==> src/rtl/mem_bus_arbiter.sv <==
// mem_bus_arbiter: shares one external memory bus between instruction fetch
// and MEM-stage data access. One transaction at a time over a cyc/stb/ack
// handshake, with a bus timeout and fetch discard on pipeline flush.
//
// state  | meaning
// -------+---------------------------------------------------------------
// IDLE   | bus free; sample requests, data wins over fetch
// BUSY_I | fetch cycle on the bus, waiting for bus_ack_i or timeout
// BUSY_D | data cycle on the bus, waiting for bus_ack_i or timeout
// DONE   | one-cycle completion; owner ack asserted, no new grant
module mem_bus_arbiter #(
  parameter int TIMEOUT_CYC = 255,
  parameter int CNT_W       = 8
) (
  input  logic        clk,
  input  logic        rst,

  input  logic        if_req_i,
  input  logic [31:0] if_addr_i,
  output logic [31:0] if_data_o,
  output logic        if_ack_o,

  input  logic        mem_req_i,
  input  logic        mem_we_i,
  input  logic [3:0]  mem_sel_i,
  input  logic [31:0] mem_addr_i,
  input  logic [31:0] mem_wdata_i,
  output logic [31:0] mem_rdata_o,
  output logic        mem_ack_o,

  input  logic        flush_i,

  output logic        stallreq_if_o,
  output logic        stallreq_mem_o,

  output logic        bus_cyc_o,
  output logic        bus_stb_o,
  output logic        bus_we_o,
  output logic [3:0]  bus_sel_o,
  output logic [31:0] bus_addr_o,
  output logic [31:0] bus_wdata_o,
  input  logic [31:0] bus_rdata_i,
  input  logic        bus_ack_i,
  output logic        bus_err_o
);

  typedef enum logic [1:0] {
    IDLE   = 2'd0,
    BUSY_I = 2'd1,
    BUSY_D = 2'd2,
    DONE   = 2'd3
  } state_t;

  // Counter value seen in the last BUSY cycle allowed before abort; the
  // counter starts at 0 in the first strobe cycle.
  localparam logic [CNT_W-1:0] CNT_LAST = CNT_W'(TIMEOUT_CYC - 1);
  localparam logic [CNT_W-1:0] CNT_ONE  = CNT_W'(1);

  state_t      state_q, state_d;
  logic [CNT_W-1:0] cnt_q, cnt_d;
  logic        discard_q, discard_d;

  logic        cyc_q, cyc_d;
  logic        we_q, we_d;
  logic [3:0]  sel_q, sel_d;
  logic [31:0] addr_q, addr_d;
  logic [31:0] wdata_q, wdata_d;
  logic [31:0] if_data_q, if_data_d;
  logic        if_ack_q, if_ack_d;
  logic [31:0] mem_rdata_q, mem_rdata_d;
  logic        mem_ack_q, mem_ack_d;
  logic        err_q, err_d;

  logic        busy;
  logic        at_limit;
  logic        finish;
  logic        timed_out;
  logic        fetch_killed;

  assign busy         = (state_q == BUSY_I) || (state_q == BUSY_D);
  assign at_limit     = (cnt_q == CNT_LAST);
  assign finish       = busy && (bus_ack_i || at_limit);
  // A slave ack in the final allowed cycle still counts as a good completion.
  assign timed_out    = busy && !bus_ack_i && at_limit;
  // A flush arriving in the completing cycle also kills the fetch result.
  assign fetch_killed = discard_q || flush_i;

  // State register plus timeout counter and discard flag.
  always_ff @(posedge clk) begin
    if (!rst) begin
      state_q   <= IDLE;
      cnt_q     <= '0;
      discard_q <= 1'b0;
    end else begin
      state_q   <= state_d;
      cnt_q     <= cnt_d;
      discard_q <= discard_d;
    end
  end

  // Next-state logic.
  always_comb begin
    state_d = state_q;
    case (state_q)
      IDLE: begin
        if (mem_req_i) begin
          state_d = BUSY_D;
        end else if (if_req_i && !flush_i) begin
          state_d = BUSY_I;
        end
      end
      BUSY_I, BUSY_D: begin
        if (finish) begin
          state_d = DONE;
        end
      end
      DONE:    state_d = IDLE;
      default: state_d = IDLE;
    endcase
  end

  // Next values for the registered bus, data, ack and error outputs.
  always_comb begin
    cyc_d       = cyc_q;
    we_d        = we_q;
    sel_d       = sel_q;
    addr_d      = addr_q;
    wdata_d     = wdata_q;
    cnt_d       = cnt_q;
    discard_d   = discard_q;
    if_ack_d    = 1'b0;
    if_data_d   = '0;
    mem_ack_d   = 1'b0;
    mem_rdata_d = '0;
    err_d       = 1'b0;

    case (state_q)
      IDLE: begin
        cnt_d     = '0;
        discard_d = 1'b0;
        cyc_d     = 1'b0;
        if (mem_req_i) begin
          cyc_d   = 1'b1;
          we_d    = mem_we_i;
          sel_d   = mem_sel_i;
          addr_d  = mem_addr_i;
          wdata_d = mem_wdata_i;
        end else if (if_req_i && !flush_i) begin
          cyc_d   = 1'b1;
          we_d    = 1'b0;
          sel_d   = 4'hF;
          addr_d  = if_addr_i;
          wdata_d = '0;
        end
      end

      BUSY_I: begin
        if (flush_i) begin
          discard_d = 1'b1;
        end
        if (finish) begin
          cyc_d = 1'b0;
          cnt_d = '0;
          err_d = timed_out;
          if (!fetch_killed) begin
            if_ack_d = 1'b1;
            if (bus_ack_i) begin
              if_data_d = bus_rdata_i;
            end
          end
        end else begin
          cnt_d = cnt_q + CNT_ONE;
        end
      end

      BUSY_D: begin
        if (finish) begin
          cyc_d     = 1'b0;
          cnt_d     = '0;
          err_d     = timed_out;
          mem_ack_d = 1'b1;
          if (bus_ack_i && !we_q) begin
            mem_rdata_d = bus_rdata_i;
          end
        end else begin
          cnt_d = cnt_q + CNT_ONE;
        end
      end

      DONE: begin
        cyc_d     = 1'b0;
        cnt_d     = '0;
        discard_d = 1'b0;
      end

      default: begin
        cyc_d = 1'b0;
      end
    endcase
  end

  // Output registers; reset clears everything, dropping any open bus cycle.
  always_ff @(posedge clk) begin
    if (!rst) begin
      cyc_q       <= 1'b0;
      we_q        <= 1'b0;
      sel_q       <= '0;
      addr_q      <= '0;
      wdata_q     <= '0;
      if_data_q   <= '0;
      if_ack_q    <= 1'b0;
      mem_rdata_q <= '0;
      mem_ack_q   <= 1'b0;
      err_q       <= 1'b0;
    end else begin
      cyc_q       <= cyc_d;
      we_q        <= we_d;
      sel_q       <= sel_d;
      addr_q      <= addr_d;
      wdata_q     <= wdata_d;
      if_data_q   <= if_data_d;
      if_ack_q    <= if_ack_d;
      mem_rdata_q <= mem_rdata_d;
      mem_ack_q   <= mem_ack_d;
      err_q       <= err_d;
    end
  end

  assign bus_cyc_o   = cyc_q;
  assign bus_stb_o   = cyc_q;
  assign bus_we_o    = we_q;
  assign bus_sel_o   = sel_q;
  assign bus_addr_o  = addr_q;
  assign bus_wdata_o = wdata_q;
  assign bus_err_o   = err_q;
  assign if_data_o   = if_data_q;
  assign if_ack_o    = if_ack_q;
  assign mem_rdata_o = mem_rdata_q;
  assign mem_ack_o   = mem_ack_q;

  // Stall requests are combinational so ctrl sees them in the request cycle.
  assign stallreq_if_o  = rst && if_req_i && !if_ack_q;
  assign stallreq_mem_o = rst && mem_req_i && !mem_ack_q;

endmodule

==> config.mk <==
export PLATFORM = sky130hd
export DESIGN_NAME = mem_bus_arbiter
export DESIGN_NICKNAME = d
export VERILOG_FILES = /design/src/rtl/mem_bus_arbiter.sv
export SDC_FILE = /design/constraint.sdc
export NUM_CORES = 1
export LEC_CHECK = 0
export ABC_AREA = 1
export BUFFER_PORTS_ARGS = -buffer_cell sky130_fd_sc_hd__buf_2
export CORE_ASPECT_RATIO = 1.4
export CORE_UTILIZATION = 45
export DETAILED_ROUTE_END_ITERATION = 8
export GPL_TIMING_DRIVEN = 0
export HOLD_SLACK_MARGIN = 0.15
export PLACE_DENSITY = 0.79
export SKIP_CTS_REPAIR_TIMING = 1
export SLEW_MARGIN = 20
export SYNTH_ARGS = -nofsm -noshare
export SYNTH_HDL_FRONTEND = slang
export SYNTH_SLANG_ARGS = --single-unit
==> constraint.sdc <==
create_clock -name clk -period 1.99 [get_ports clk]
set_input_delay 0.0995 -clock clk [delete_from_list [all_inputs] [get_ports clk]]
set_output_delay 0.0995 -clock clk [all_outputs]
set_load 0.01 [all_outputs]
==> impl_metrics.py <==
metrics = {
    "outcome": {
        "status": "complete, no violations",
    },
    "global_routing": {
        "grt.total_usage_pct": 24.60,
        "overflow": 0,
        "grt_start_max_net_pins": 18,
        "grt_pass1_wl_um": 22840,
        "antenna_found_initial": 0,
        "grt_pass1_vias": 4835,
    },
    "sta": {
        "final.min_clock_period_ps": 1717,
        "fin_worst_skew_ps": 9.908,
        "maxSlewViolCount": 0,
        "max_freq_ghz": 0.5823,
        "setup_viol": 0,
        "finalHoldViolCount": 0,
        "setup-tns-final_ps": 0,
        "tightest_slew_ps": 516.9,
        "relSlewSlack_pct": 65.54,
        "period_share_pct": 86.30,
        "grt_setup_unrepaired": "false",
    },
    "clock_network": {
        "clk_pin_slew_ps": 70,
        "cts_max_level": 4,
        "cts_buffers": 17,
        "cts.sinks": 148,
        "clockBufferDepth": 2,
        "clock_latency_ps": 420,
        "cts_tree": "done",
        "cts-root-buf": "clkbuf_16",
    },
    "setup_path": {
        "path_class": "reg2reg",
        "critPathMaxFanout": 10,
        "worst_ep_arrival_time_ps": 2010,
        "crit_chain": "inv_1 > ha_1 > nand2_1 > clkinv_1 > buf_2 > nor2_1 > nor2_1",
        "slowest_delay_ps": 370,
        "worstPathRequired_ps": 2280,
        "worst_path_most_repeated_cell": "nor2_1",
        "end_kind": "flip-flop",
        "cp_slowest_cell": "dfxtp_1",
        "r2r_cells": 7,
        "critPathLaunchType": "flip-flop",
    },
    "yosys": {
        "yosys_warnings": 0,
        "synth_fp_nets": 813,
        "syn_avg_cell_area_sq_um": 7.856,
        "yosys_register_bits": 148,
        "yosysUniqueCellTypes": 27,
        "netlist_area_sq_mm": 0.005248,
        "yosysTopAreaCellShare_pct": 56.46,
        "ys_top_cells_by_area": "dfxtp_1 (56%), nand2_1 (13%), nor2_1 (10%)",
        "yosys.area.top_type": "dfxtp_1",
        "yosysSeqAreaShare_pct": 56.46,
        "syn_inst": 668,
    },
    "floorplanning": {
        "die_area_sq_mm": 0.01210,
        "die_x_um": 93.27,
        "dieHeight_um": 129.8,
        "coreArea_sq_mm": 0.01134,
        "ios": 279,
        "rows": 46,
        "start_util_pct": 46.28,
    },
    "pwr": {
        "p_switching_mw": 3.293,
        "pwr-share-comb_pct": 28.2,
        "p_per_area_mw_per_mm2": 1102,
        "clockPowerShare_pct": 34.7,
        "p_int_mw": 6.396,
        "ir_worst_vdd_uv": 865.8,
        "p_leak_nw": 4.566,
        "seqPwrFrac_pct": 37.0,
        "swShare_pct": 33.99,
    },
    "drt": {
        "via_per_inst": 4.953,
        "first_pass_iters": 7,
        "ant_nets": 0,
        "detail_route.wl_per_cell_um": 16.09,
        "wl_um": 20200,
        "vias": 6216,
        "drc": 0,
        "drt_iter0_markers": 238,
    },
    "layout": {
        "fin_area_sq_mm": 0.008792,
        "fin_nets": 1243,
        "final_cell_mix": "buf_2 (283), nand2_1 (178), dfxtp_1 (148), nor2_1 (143), dlygate4sd3_1 (134)",
        "antennaDiodeCount": 0,
        "fill_cells": 686,
        "drive_above_1_share_pct": 31.14,
        "final_common_cell": "buf_2",
        "synthToLayoutAreaGrowth_pct": 67.55,
    },
    "placement": {
        "gp_congestion": 0.8473,
        "dpl_cell_area_sq_mm": 0.006814,
        "portBuffers": 277,
        "dp.final_hpwl_um": 11280,
    },
    "hold_path": {
        "hold_path_class": "in2reg",
        "hold_depth": 5,
    },
    "job": {
        "drv_cap": 0,
    },
}
## sequential cells by signal, summed over array words and instances (netlist names)
register     cells
bus_addr_o      32
bus_cyc_o        1
bus_we_o         1
if_ack_o         1
bus_err_o        1
cnt_q            8
if_data_o       32
discard_q        1
mem_ack_o        1
mem_rdata_o     32
state_q          2
bus_sel_o        4
bus_wdata_o     32
## synthesized netlist by cell type
master / number
nand3_1: 5
a21oi_4: 1
nand4_1: 2
nand2_1: 178
a21oi_1: 37
ha_1: 6
xor2_1: 3
o21ai_0: 37
nor3b_1: 1
buf_6: 6
nand3_4: 1
buf_1: 3
xnor2_1: 1
inv_1: 46
a211oi_1: 1
dfxtp_1: 148
nand2_2: 2
a21oi_2: 1
clkbuf_1: 14
a31oi_1: 1
nor3_1: 5
nor2_1: 143
buf_2: 6
nor2_2: 11
clkinv_1: 2
buf_4: 6
o21ai_1: 1
## final timing paths
kind	start	end	slack, ps
worst max-delay path	state_q[0]$_SDFFE_PN0P_	bus_addr_o[12]$_SDFFE_PN0P_	270
worst min-delay path	if_addr_i[5]	bus_addr_o[5]$_SDFFE_PN0P_	160
worst max register to register	state_q[0]$_SDFFE_PN0P_	bus_addr_o[12]$_SDFFE_PN0P_	270
worst min register to register	discard_q$_SDFFE_PN0P_	if_ack_o$_SDFF_PN0_	450
## metrics by stage
step / hold WS (ps) / util, % / power [mW] / instances / setup WS (ps)
detailed placement: 335.0 / 60.10 / 5.985 / 1089 / 241.3
floorplan: 178.8 / - / 5.098 / 668 / 610.8
global route: 226.9 / 77.54 / 10.17 / 1255 / 87.83
finish: 155.7 / 77.54 / 9.690 / 1255 / 272.6
CTS: -103.8 / 65.68 / 9.326 / 1121 / 203.6
global placement: 328.9 / 60.10 / 5.939 / 1089 / 283.3
## cell families after synthesis
family / Yosys count / share of synthesized area, %
xor+xnor: 4 / 0.6677
compound gates: 79 / 7.892
buf+inv: 83 / 7.368
simple gates: 348 / 26.18
flops: 148 / 56.46
fa+ha+maj: 6 / 1.431
## power groups by stage
stage | Clock (mW) | Sequential [mW] | Combinational [mW]
global route | 3.52 | 3.63 | 3.02
finish | 3.37 | 3.59 | 2.73
detailed placement | 0 | 3.63 | 2.36
CTS | 3.38 | 3.56 | 2.38
floorplan | 0 | 3.81 | 1.29
global placement | 0 | 3.61 | 2.33
## metal layers
metal / vias up / track usage (%) / share of wire, %
met3: 98 / 7.110 / 7.1
met4: 0 / 12.94 / 5.8
met5: - / 0 / 0
met1: 2874 / 25.65 / 35
li1: 2910 / - / -
met2: 334 / 44.46 / 52
## area by class of cell
cell class                 count  area (sq um)  area share [%]
timing repair buffer         411          2728           31.02
clock inverter                15         207.7           2.362
clock buffer                  17         425.4           4.838
multi-input combinational    437          1898           21.59
sequential                   148          2963           33.70
tap                          144         180.2           2.049
inverter                      48         180.2           2.049
buffer                        35         210.2           2.391
## critical path: cells and delay by family (launching register included)
family | cells | cell delay, ps
AND/OR/NAND/NOR | 3 | 320
flip-flops | 1 | 370
buffers and inverters | 3 | 660
adder cells (fa/ha/maj) | 1 | 230
(Power assumes the default switching activity.)
